`config.mk`:
```
export PLATFORM = sky130hd
export DESIGN_NAME = chunk_serial_adder_flat
export DESIGN_NICKNAME = d
export VERILOG_FILES = /design/src/rtl/chunk_serial_adder_if.sv /design/src/rtl/chunk_serial_adder.sv /design/src/flat_wrapper.sv
export SDC_FILE = /design/constraint.sdc
export NUM_CORES = 1
export LEC_CHECK = 0
export BUFFER_PORTS_ARGS = -buffer_cell sky130_fd_sc_hd__buf_2
export CAP_MARGIN = 15
export CORE_UTILIZATION = 45
export DETAILED_ROUTE_END_ITERATION = 8
export PLACE_DENSITY = 0.63
export SYNTH_ARGS = -nofsm -noshare
export SYNTH_HDL_FRONTEND = slang
export SYNTH_SLANG_ARGS = --single-unit
```
`constraint.sdc`:
```
create_clock -name clk -period 3.95 [get_ports clk]
set_clock_uncertainty 0.2 [all_clocks]
set_input_delay 0.5925 -clock clk [delete_from_list [all_inputs] [get_ports clk]]
set_output_delay 0.5925 -clock clk [all_outputs]
set_load 0.02 [all_outputs]
```
`src/rtl/chunk_serial_adder_if.sv`:
```
// Operand/result bundle for chunk_serial_adder. With ADDER_SUB_EN defined the
// bundle also carries the subtract-mode request bit.
interface chunk_serial_adder_if #(
    parameter int WIDTH = 16
);
    // Handshake: the master raises start with a/b/c_in(/sub) valid; they are
    // consumed on the first rising edge where the slave is not busy. The result
    // is valid on sum/c_out/ovf in the cycle done=1 and held until the next done.
    logic             start;
    logic [WIDTH-1:0] a;
    logic [WIDTH-1:0] b;
    logic             c_in;
`ifdef ADDER_SUB_EN
    logic             sub;
`endif
    logic             busy;
    logic             done;
    logic [WIDTH-1:0] sum;
    logic             c_out;
    logic             ovf;

`ifdef ADDER_SUB_EN
    modport master (output start, a, b, c_in, sub, input busy, done, sum, c_out, ovf);
    modport slave  (input start, a, b, c_in, sub, output busy, done, sum, c_out, ovf);
`else
    modport master (output start, a, b, c_in, input busy, done, sum, c_out, ovf);
    modport slave  (input start, a, b, c_in, output busy, done, sum, c_out, ovf);
`endif
endinterface

```
`src/rtl/chunk_serial_adder.sv`:
```
// Serial adder: WIDTH-bit a + b + c_in using one CHUNK-bit slice per clock.
// Define ADDER_SUB_EN to add the sub input (adds ~b instead of b).
module chunk_serial_adder #(
    parameter int WIDTH = 16,
    parameter int CHUNK = 4
) (
    input  logic                 clk,
    input  logic                 rst,
    chunk_serial_adder_if.slave  bus,
    output logic [1:0]           o_state
);
    localparam int NCHUNK = WIDTH / CHUNK;
    localparam int IDX_W  = (NCHUNK > 1) ? $clog2(NCHUNK) : 1;

    typedef enum logic [1:0] {
        S_IDLE = 2'd0,
        S_RUN  = 2'd1,
        S_DONE = 2'd2
    } state_t;

    state_t           r_state;
    state_t           w_state_nxt;
    logic [IDX_W-1:0] r_idx;
    logic [WIDTH-1:0] r_a;
    logic [WIDTH-1:0] r_b;
    logic [WIDTH-1:0] r_work;
    logic             r_carry;
    logic [WIDTH-1:0] r_sum;
    logic             r_c_out;
    logic             r_ovf;

    int               w_base;
    logic [CHUNK-1:0] w_a_chunk;
    logic [CHUNK-1:0] w_b_chunk;
    logic [CHUNK:0]   w_slice;
    logic [WIDTH-1:0] w_work_final;
    logic             w_last;
    logic             w_msb_cin;
    logic             w_accept;

    assign w_accept = bus.start && ((r_state == S_IDLE) || (r_state == S_DONE));

    // The single CHUNK-bit adder slice and the working value it updates.
    always_comb begin
        w_base       = int'(r_idx) * CHUNK;
        w_a_chunk    = r_a[w_base +: CHUNK];
        w_b_chunk    = r_b[w_base +: CHUNK];
        w_slice      = {1'b0, w_a_chunk} + {1'b0, w_b_chunk} + {{CHUNK{1'b0}}, r_carry};
        w_work_final = r_work;
        w_work_final[w_base +: CHUNK] = w_slice[CHUNK-1:0];
        w_last       = (r_idx == IDX_W'(NCHUNK - 1));
        // Carry into the MSB recovered from the MSB's own sum bit.
        w_msb_cin    = r_a[WIDTH-1] ^ r_b[WIDTH-1] ^ w_slice[CHUNK-1];
    end

    always_comb begin
        w_state_nxt = r_state;
        case (r_state)
            S_IDLE:  if (w_accept) w_state_nxt = S_RUN;
            S_RUN:   if (w_last) w_state_nxt = S_DONE;
            S_DONE:  w_state_nxt = w_accept ? S_RUN : S_IDLE;
            default: w_state_nxt = S_IDLE;
        endcase
    end

    always_ff @(posedge clk or posedge rst) begin
        if (rst) r_state <= S_IDLE;
        else     r_state <= w_state_nxt;
    end

    always_ff @(posedge clk or posedge rst) begin
        if (rst) begin
            r_idx   <= '0;
            r_a     <= '0;
            r_b     <= '0;
            r_work  <= '0;
            r_carry <= 1'b0;
            r_sum   <= '0;
            r_c_out <= 1'b0;
            r_ovf   <= 1'b0;
        end else if (w_accept) begin
            r_idx   <= '0;
            r_a     <= bus.a;
`ifdef ADDER_SUB_EN
            r_b     <= bus.sub ? ~bus.b : bus.b;
`else
            r_b     <= bus.b;
`endif
            r_work  <= '0;
            r_carry <= bus.c_in;
        end else if (r_state == S_RUN) begin
            r_work  <= w_work_final;
            r_carry <= w_slice[CHUNK];
            r_idx   <= w_last ? '0 : r_idx + IDX_W'(1);
            // Visible outputs change only here, so partial sums never leak out.
            if (w_last) begin
                r_sum   <= w_work_final;
                r_c_out <= w_slice[CHUNK];
                r_ovf   <= w_msb_cin ^ w_slice[CHUNK];
            end
        end
    end

    assign bus.busy  = (r_state == S_RUN);
    assign bus.done  = (r_state == S_DONE);
    assign bus.sum   = r_sum;
    assign bus.c_out = r_c_out;
    assign bus.ovf   = r_ovf;
    assign o_state   = r_state;
endmodule

```
`src/flat_wrapper.sv`:
```
// flat-port wrapper written by rule: the top's interface ports become plain ports
module chunk_serial_adder_flat 
#(
    parameter int WIDTH = 16,
    parameter int CHUNK = 4
)
  (clk, rst, o_state, bus_start, bus_a, bus_b, bus_c_in, bus_busy, bus_done, bus_sum, bus_c_out, bus_ovf);
  chunk_serial_adder_if #(.WIDTH(WIDTH)) bus_i ();
  input  logic clk;
  input  logic rst;
  output logic [1:0] o_state;
  input wire logic [$bits(bus_i.start)-1:0] bus_start;
  input wire logic [$bits(bus_i.a)-1:0] bus_a;
  input wire logic [$bits(bus_i.b)-1:0] bus_b;
  input wire logic [$bits(bus_i.c_in)-1:0] bus_c_in;
  output wire logic [$bits(bus_i.busy)-1:0] bus_busy;
  output wire logic [$bits(bus_i.done)-1:0] bus_done;
  output wire logic [$bits(bus_i.sum)-1:0] bus_sum;
  output wire logic [$bits(bus_i.c_out)-1:0] bus_c_out;
  output wire logic [$bits(bus_i.ovf)-1:0] bus_ovf;
  assign bus_i.start = bus_start;
  assign bus_i.a = bus_a;
  assign bus_i.b = bus_b;
  assign bus_i.c_in = bus_c_in;
  assign bus_busy = bus_i.busy;
  assign bus_done = bus_i.done;
  assign bus_sum = bus_i.sum;
  assign bus_c_out = bus_i.c_out;
  assign bus_ovf = bus_i.ovf;
  chunk_serial_adder #(.WIDTH(WIDTH), .CHUNK(CHUNK)) u_core (.clk(clk), .rst(rst), .bus(bus_i), .o_state(o_state));
endmodule
```
==> metrics.yaml, run 1 <==
slowest_stage: "dfrtp_1"
dp_cells: 393
synth_top_cells_by_count: "71 x dfrtp_1, 32 x mux2_2, 18 x nand2_1, 17 x o21ai_0, 12 x a32o_1"
worstMarginPinSlew_ns: 0.672
layout_worst_path_cycle_share_pct: 85.6
p_leak_nw: 1.80
grt_max_degree: 32
drc: 0
synth_area_leaders: "dfrtp_1 54%, mux2_2 11%, mux4_2 5.4%"
synth_area_um2: 3310
fillCellCount: 612
cp_max_fo: 14
firstDrtPassIters: 4
cts_setup_buffers: 0
wirelength_mm: 6.76
netlist_instances: 250
area_growth_pct: 18.5
fin_crit_ns: 3.38
ant_nets: 0
drv_slew: 0
via_per_inst: 5.49
cts_inserted_buffers: 9
post_drt_wl_per_cell_um: 16.5
netlist-cell-type-count: 38
synthFlopType: "dfrtp_1"
die_x_um: 87.8
ir_drop_v: 0.000547
start_util_pct: 47.7
synth-seq-area-share_pct: 53.6
tns_ns: 0
syn_area_per_cell_um2: 13.3
clock-sinks: 71
worstPathCellList: "mux4_2, fa_1, fa_1, xor2_1, and2_1, a22o_1"
max_cap_violations: 0
dp_hpwl_mm: 4.82
grt_pass1_wl_mm: 11.7
grt_setup_unrepaired: "false"
finalPower_mw: 4.06
yosysMostFrequentCell: "dfrtp_1"
ctsLongestPathBuffers: 2
slew_headroom_pct: 55.0
nets: 355
ys_ff_latch: 71
layout-drive-gt1-share_pct: 39.9
clk_pin_slew_ns: 0.07
synth_top_area_share_pct: 53.6
overflow: 0
vias: 2245
io_pins: 58
hp-class: "in -> async"
critPathLaunchType: "register"
synth_top_cell_by_area: "dfrtp_1"
crit_type: "reg -> reg"
die_area_um2: 7710
clkLatencyLatePin_ns: 0.35
critPathMaxStageDelay_ns: 0.78
synth-async-reset-ratio_pct: 100
finalNonFillerCells: 409
gp_congestion: 0.794
power_density_nw_per_um2: 1040
rows: 30
status: "completed"
antenna_found_initial: 0
die_h_um: 87.8
cpMostUsedCell: "fa_1"
grt_usage_pct: 20.5
r2r-end: "u_core.r_work[2]"
synth-edff-count: 0
drtIter0Drc: 130
ff2ff_setup_slack_ns: 0.57
hold_viol: 0
cts_hold_buffers: 0
cp.required_ns: 4.03
grt_pass1_vias: 2346
synthesis.nets: 297
cts_root_buf: "clkbuf_8"
fmax_mhz: 296
hold_ws_ns: 0.0976
yosysWarnings: 0
num_antenna_cells: 0
rr_startpoint: "u_core.r_idx[0]"
worstPathArrival_ns: 3.46
finalSetupViolCount: 0
ff2ff_path_depth: 6
h-tree-depth: 3
cp-end-kind: "register"
coreArea_um2: 6940
cts.repair.resized: 0
cts_tree: "built"
port-buffer-count: 57
## cell families (layout without fill, tap and decap cells)
family | after synthesis | count (layout) | share of synthesized area (%)
buf+inv | 25 | 88 | 3.51
compound gates | 64 | 64 | 14.0
flops | 71 | 71 | 53.6
xor+xnor | 2 | 2 | 0.529
mux | 40 | 40 | 16.3
fa+ha+maj | 11 | 11 | 4.61
simple gates | 37 | 37 | 7.47
## area by class of cell
cell class	instances	area, µm²	area share, %
Tap cell	96	120	3.06
Timing Repair Buffer	62	323	8.22
Clock inverter	6	108	2.74
Multi-Input combinational cell	154	1420	36.3
Sequential cell	71	1780	45.3
Clock buffer	10	138	3.51
Inverter	10	37.5	0.956
## how the worst max path moves through the flow
stage,start,endpoint,slack [ns],cells past startpoint
2_1_floorplan,u_core.r_idx[0],u_core.r_work[11],0.94,8
3_3_place_gp,u_core.r_idx[0],u_core.r_work[6],0.64,6
3_5_place_dp,u_core.r_idx[0],u_core.r_work[2],0.56,6
4_1_cts,u_core.r_idx[0],u_core.r_work[2],0.54,6
5_1_grt,u_core.r_idx[0],u_core.r_work[2],0.37,6
6_report,u_core.r_idx[0],u_core.r_work[2],0.57,6
## metrics by stage
step	area (µm²)	utilization, %	setup WS (ns)
global placement	3680	53.0	0.636
global route	3930	56.5	0.372
detailed placement	3680	53.0	0.557
finish	3930	56.5	0.567
CTS	3930	56.5	0.543
floorplan	3310	-	0.944
## state kept, by name (all words and copies together) (netlist names)
signal / cells
u_core.o_state: 2
u_core.r_carry: 1
u_core.r_work: 16
u_core.r_b: 16
u_core.bus.sum: 16
u_core.bus.c_out: 1
u_core.r_a: 16
u_core.bus.ovf: 1
u_core.r_idx: 2
## placed cells by master, fill, tap and decap left out, types with 3 or more instances in the layout
master / Yosys / final
a22o_1: 4 / 4
inv_1: 10 / 9
o21ai_0: 17 / 17
nand2_1: 18 / 18
mux2_2: 32 / 32
a221oi_1: 3 / 3
a32oi_1: 4 / 4
buf_4: 1 / 5
ha_1: 9 / 9
bufinv_16: 0 / 3
a21oi_1: 5 / 5
a22oi_1: 9 / 9
dfrtp_1: 71 / 71
a32o_1: 12 / 12
mux4_2: 8 / 8
clkbuf_8: 0 / 10
nor2_1: 3 / 3
nor4b_4: 3 / 3
buf_2: 9 / 57
o21ai_1: 4 / 4
## power breakdown
group / internal [mW] / switching (mW)
registers: 1.05 / 0.231
clock network: 0.434 / 0.273
logic: 0.869 / 1.21
## routing by layer
layer	up-vias	GRT usage [%]	wire length (µm)	part of all wire, %
li1	1057	-	-	-
met1	1131	28.4	3210	47
met2	52	31.9	3220	48
met3	5	6.13	285	4.2
met4	0	4.92	45	0.67
met5	-	0	0	0
## critical path: cells and delay by family (launching register included)
kind,cells,cell delay (ns)
adder cells (fa/ha/maj),2,0.90
AO/OA/AOI/OAI,1,0.15
multiplexers,1,0.61
XOR/XNOR,1,0.42
flip-flops,1,0.78
AND/OR/NAND/NOR,1,0.26
No activity file was read; power rests on OpenSTA's default activity.
==> run 2, diff against run 1 <==
--- a/config.mk
+++ b/config.mk
@@ -5,7 +5,7 @@
 export SDC_FILE = /design/constraint.sdc
 export NUM_CORES = 1
 export LEC_CHECK = 0
-export BUFFER_PORTS_ARGS = -buffer_cell sky130_fd_sc_hd__buf_2
+export BUFFER_PORTS_ARGS = -buffer_cell sky130_fd_sc_hd__buf_4
 export CAP_MARGIN = 15
 export CORE_UTILIZATION = 45
 export DETAILED_ROUTE_END_ITERATION = 8
==> metrics.yaml, run 2 (synthesis results as in run 1) <==
switchingPower_mw: 1.73  # +1.4%
die_area_um2: 7710  # unchanged
antenna_found_initial: 0  # unchanged
finalPower_mw: 4.07  # about the same
grt_usage_pct: 19.9  # -0.64 points
slew_headroom_pct: 47.7  # -7.3 points
p_clk_share_pct: 15.8  # -1.6 points
cts_inserted_buffers: 9  # unchanged
hold_viol: 0  # unchanged
fmax_mhz: 311  # +5.1%
internal_power_mw: 2.33  # -0.90%
crit_type: "reg -> reg"
grt_pass1_wl_mm: 11.4  # -2.7%
p_sw_share_pct: 42.6  # +0.55 points
layout_common_cells: "71 x dfrtp_1, 61 x buf_4, 32 x mux2_2"
area_growth_pct: 21.7
finalInstanceArea_um2: 4040  # +2.8%
cp.required_ns: 4.04  # about the same
gp_congestion: 0.775  # -2.4%
clkLatencyLatePin_ns: 0.34  # about the same
coreArea_um2: 6940  # unchanged
worstPathArrival_ns: 3.31  # -0.15 ns
die_h_um: 87.8  # unchanged
num_antenna_cells: 0  # unchanged
tns_ns: 0  # unchanged
post-route-util_pct: 58.1  # +1.6 points
overflow: 0  # unchanged
start_util_pct: 47.7  # unchanged
clk_pin_slew_ns: 0.08  # about the same
mostFrequentLayoutCell: "dfrtp_1"
cts_hold_buffers: 0  # unchanged
placed_area_um2: 3820  # +3.7%
post_drt_wl_per_cell_um: 16.6  # +0.57%
grt_setup_unrepaired: "false"
hp-class: "in -> async"
cp_max_fo: 10  # -4
cts.repair.resized: 0  # unchanged
fillCellCount: 571  # -6.7%
hold_ws_ns: 0.201  # +0.103 ns
layout-drive-gt1-share_pct: 39.7  # -0.19 points
rows: 30  # unchanged
cp-end-kind: "register"
drc: 0  # unchanged
grt_max_degree: 39  # +22%
cts_root_buf: "clkbuf_8"
grt_pass1_vias: 2206  # -6.0%
status: "completed"
max_cap_violations: 0  # unchanged
ir_drop_v: 0.000461  # -16%
pwr-share-comb_pct: 52.8  # +1.7 points
drtIter0Drc: 156  # +20%
dp_hpwl_mm: 4.84  # +0.37%
drv_slew: 0  # unchanged
cts_setup_buffers: 0  # unchanged
io_pins: 58  # unchanged
ctsLongestPathBuffers: 2  # unchanged
p_leak_nw: 1.81  # +1.0%
die_x_um: 87.8  # unchanged
seq_power_share_pct: 31.4  # about the same
nets: 354  # -0.28%
cts_tree: "built"
ant_nets: 0  # unchanged
h-tree-depth: 3  # unchanged
via_per_inst: 5.44  # -0.92%
worstMarginPinSlew_ns: 0.784  # +0.111 ns
power_density_nw_per_um2: 1010  # -2.6%
port-buffer-count: 57  # unchanged
vias: 2219  # -1.2%
layout_worst_path_cycle_share_pct: 81.5  # -4.1 points
finalSetupViolCount: 0  # unchanged
firstDrtPassIters: 4  # unchanged
fin_crit_ns: 3.22  # -0.163 ns
critPathLaunchType: "register"
wirelength_mm: 6.79  # +0.33%
clock-sinks: 71  # unchanged
[run 2: worst max-delay path, cell delays in order (launching register included)]
cell     delay [ns]
dfrtp_1        0.68
mux4_2         0.59
fa_1           0.45
fa_1           0.42
xor2_1         0.40
and2_1         0.26
a22o_1         0.15
[run 2: final cells by class]
class / count / area (µm²) / area share (%)
Tap cell: 96 / 120 / 2.98
Clock inverter: 7 / 95.1 / 2.36
Sequential cell: 71 / 1780 / 44.0
Multi-Input combinational cell: 154 / 1420 / 35.3
Clock buffer: 9 / 124 / 3.07
Inverter: 10 / 37.5 / 0.930
Timing Repair Buffer: 61 / 458 / 11.3
[run 2: per-stage QoR]
stage               std cells  setup WS (ns)
floorplan                 250          0.944
global placement          392          0.717
detailed placement        392          0.671
CTS                       408          0.678
global route              408          0.527
finish                    408          0.730
[run 2: final timing paths]
path,startpoint,to,slack (ns),cells after the start
worst max-delay path,u_core.r_idx[0],u_core.r_work[6],0.73,6
worst min-delay path,rst,u_core.bus.c_out,0.20,2
worst max register to register,u_core.r_idx[0],u_core.r_work[6],0.73,6
worst min register to register,u_core.bus.sum[5],u_core.bus.sum[5],0.28,2
max in group asynchronous,rst,u_core.r_a[1],2.43,3
min in group clk,bus_c_in,u_core.r_carry,0.27,3
[run 2: power by group through the flow]
stage	sequential, mW	combinational, mW	clock, mW
global route	1.32	2.34	0.680
CTS	1.28	2.15	0.655
finish	1.28	2.15	0.643
detailed placement	1.30	2.14	0
floorplan	1.30	1.55	0
global placement	1.29	2.12	0
[run 2: per-layer routing]
metal,up-vias,global-route usage (%),wire (µm)
met5,-,0,0
li1,1044,-,-
met3,8,3.49,299
met1,1099,29.2,3310
met2,68,29.4,3090
met4,0,7.60,91
==> run 3, diff against run 2 <==
--- a/config.mk
+++ b/config.mk
@@ -9,7 +9,7 @@
 export CAP_MARGIN = 15
 export CORE_UTILIZATION = 45
 export DETAILED_ROUTE_END_ITERATION = 8
-export PLACE_DENSITY = 0.63
+export PLACE_DENSITY = 0.66
 export SYNTH_ARGS = -nofsm -noshare
 export SYNTH_HDL_FRONTEND = slang
 export SYNTH_SLANG_ARGS = --single-unit
==> constraint.sdc (replaced) <==
create_clock -name clk -period 2.73 [get_ports clk]
set_clock_uncertainty 0.2 [all_clocks]
set_input_delay 0.4095 -clock clk [delete_from_list [all_inputs] [get_ports clk]]
set_output_delay 0.4095 -clock clk [all_outputs]
set_load 0.02 [all_outputs]
==> metrics.yaml, run 3 (synthesis results as in run 1) <==
cp-end-kind: "register"
rr_startpoint: "u_core.r_idx[0]"
cpMostUsedCell: "fa_2"
dp_cells: 401  # +2.3%
tns_ns: 0  # unchanged
internal_power_mw: 3.95  # +69%
cts_inserted_buffers: 9  # unchanged
gp_congestion: 0.796  # +2.7%
hold_viol: 0  # unchanged
ir_drop_v: 0.000860  # +86%
worstPathArrival_ns: 2.72  # -0.59 ns
finalNonFillerCells: 422  # +3.4%
clock-sinks: 71  # unchanged
die_area_um2: 7710  # unchanged
status: "completed"
cp_max_fo: 5  # -5
num_antenna_cells: 0  # unchanged
layout_worst_path_cycle_share_pct: 98.2  # +17 points
grt_pass1_vias: 2298  # +4.2%
clk_pin_slew_ns: 0.08  # about the same
layout_common_cells: "71 x buf_4, 70 x dfrtp_1, 32 x mux2_2"
drtIter0Drc: 112  # -28%
ctsLongestPathBuffers: 2  # unchanged
hp-class: "in -> reg"
start_util_pct: 47.7  # unchanged
layout-drive-gt1-share_pct: 45.7  # +6.0 points
worstPathCellList: "mux4_2, fa_2, fa_2, xor2_2, and2_4, a22o_1"
ff_latch_area_um2: 1780  # about the same
grt_setup_unrepaired: "true"
grt_usage_pct: 20.3  # +0.42 points
min_from: "bus_a[12]"
p_sw_share_pct: 40.4  # -2.3 points
firstDrtPassIters: 4  # unchanged
nets: 368  # +4.0%
grt_max_degree: 72  # +85%
critPathMaxStageDelay_ns: 0.55  # -0.13 ns
mostFrequentLayoutCell: "buf_4"
switchingPower_mw: 2.68  # +54%
pwr-share-comb_pct: 56.9  # +4.1 points
overflow: 0  # unchanged
crit_start: "u_core.r_idx[0]"
die_x_um: 87.8  # unchanged
fillCellCount: 569  # -0.35%
multi_input_area_um2: 1500  # +5.4%
antenna_found_initial: 0  # unchanged
worstMarginPinSlew_ns: 0.621  # -0.162 ns
fin_crit_ns: 2.68  # -0.538 ns
p_leak_nw: 1.90  # +4.9%
seq_power_share_pct: 27.6  # -3.8 points
slew_headroom_pct: 58.1  # +10 points
crit_type: "reg -> reg"
cp.required_ns: 2.77  # -1.27 ns
max_cap_violations: 0  # unchanged
post_drt_wl_per_cell_um: 16.5  # -0.91%
coreArea_um2: 6940  # unchanged
wirelength_mm: 6.95  # +2.5%
vias: 2272  # +2.4%
cts_root_buf: "clkbuf_8"
via_per_inst: 5.38  # -1.0%
port-buffer-count: 57  # unchanged
slowest_stage: "mux4_2"
drv_slew: 0  # unchanged
io_pins: 58  # unchanged
p_clk_share_pct: 15.5  # -0.3 points
power_density_nw_per_um2: 1550  # +54%
grt_pass1_wl_mm: 11.7  # +2.4%
drc: 0  # unchanged
h-tree-depth: 3  # unchanged
finalSetupViolCount: 0  # unchanged
fmax_mhz: 373  # +20%
area_growth_pct: 29.1
critPathLaunchType: "register"
clkLatencyLatePin_ns: 0.35  # about the same
ant_nets: 0  # unchanged
cts_tree: "built"
dp_hpwl_mm: 4.95  # +2.3%
die_h_um: 87.8  # unchanged
rows: 30  # unchanged
-- run 3: critical path, delay by kind of cell, from the launching register on --
kind / cells / cell delay (ns)
fa+ha+maj: 2 / 0.79
mux: 1 / 0.55
flops: 1 / 0.44
xor+xnor: 1 / 0.20
simple gates: 1 / 0.19
compound gates: 1 / 0.20
-- run 3: final timing paths --
path                                endpoint  slack [ns]  cells past startpoint
setup / recovery            u_core.r_work[6]        0.05                      6
hold / removal                u_core.r_a[12]        0.09                      2
setup reg to reg            u_core.r_work[6]        0.05                      6
hold reg to reg            u_core.bus.sum[1]        0.28                      2
max in group asynchronous    u_core.r_idx[0]        1.51                      4
min in group asynchronous  u_core.bus.sum[0]        0.51                      4
-- run 3: what timing repair did --
| item | 4_1_cts | 5_1_grt |
|---|---|---|
| pin swaps | 0 | 4 |
| resized for setup | 2 | 6 |
| endpoints found under the setup margin | 16 | 10 |
| hold buffers | 1 | 0 |
| buffers inserted | 2 | 2 |
| hold endpoints to repair | 71 | 0 |
-- run 3: metrics by stage --
| step | worst slack, ns | power [mW] | instance area [µm²] | utilization, % | hold slack [ns] |
|---|---|---|---|---|---|
| global route | -0.0200 | 7.06 | 4280 | 61.6 | 0.0917 |
| global placement | -0.112 | 5.25 | 3920 | 56.5 | 0.263 |
| CTS | 0.0308 | 6.46 | 4220 | 60.8 | 0.0833 |
| finish | 0.0485 | 6.63 | 4280 | 61.6 | 0.0896 |
| floorplan | -0.0353 | 4.27 | 3350 | - | 0.266 |
| detailed placement | -0.188 | 5.31 | 3920 | 56.5 | 0.271 |
-- run 3: power groups by stage --
stage	Clock [mW]	Combinational [mW]	Sequential (mW)
floorplan	0	2.38	1.89
global placement	0	3.41	1.84
detailed placement	0	3.45	1.86
CTS	1.04	3.59	1.83
global route	1.08	4.08	1.89
finish	1.03	3.77	1.83
-- run 3: cell type report --
type | instances | share of cell area [%]
multi-input cells | 154 | 35.1
clock buffers | 11 | 3.31
well taps | 96 | 2.81
flip-flops and latches | 71 | 41.6
inverters | 10 | 0.877
repair buffers | 75 | 13.9
clock inverters | 5 | 2.46
-- run 3: metal layers --
layer / up-vias / share of wire [%] / GRT usage [%]
met4: 0 / 1.5 / 9.09
met5: - / 0 / 0
li1: 1076 / - / -
met3: 7 / 4.9 / 3.68
met1: 1123 / 46 / 27.9
met2: 66 / 48 / 31.5
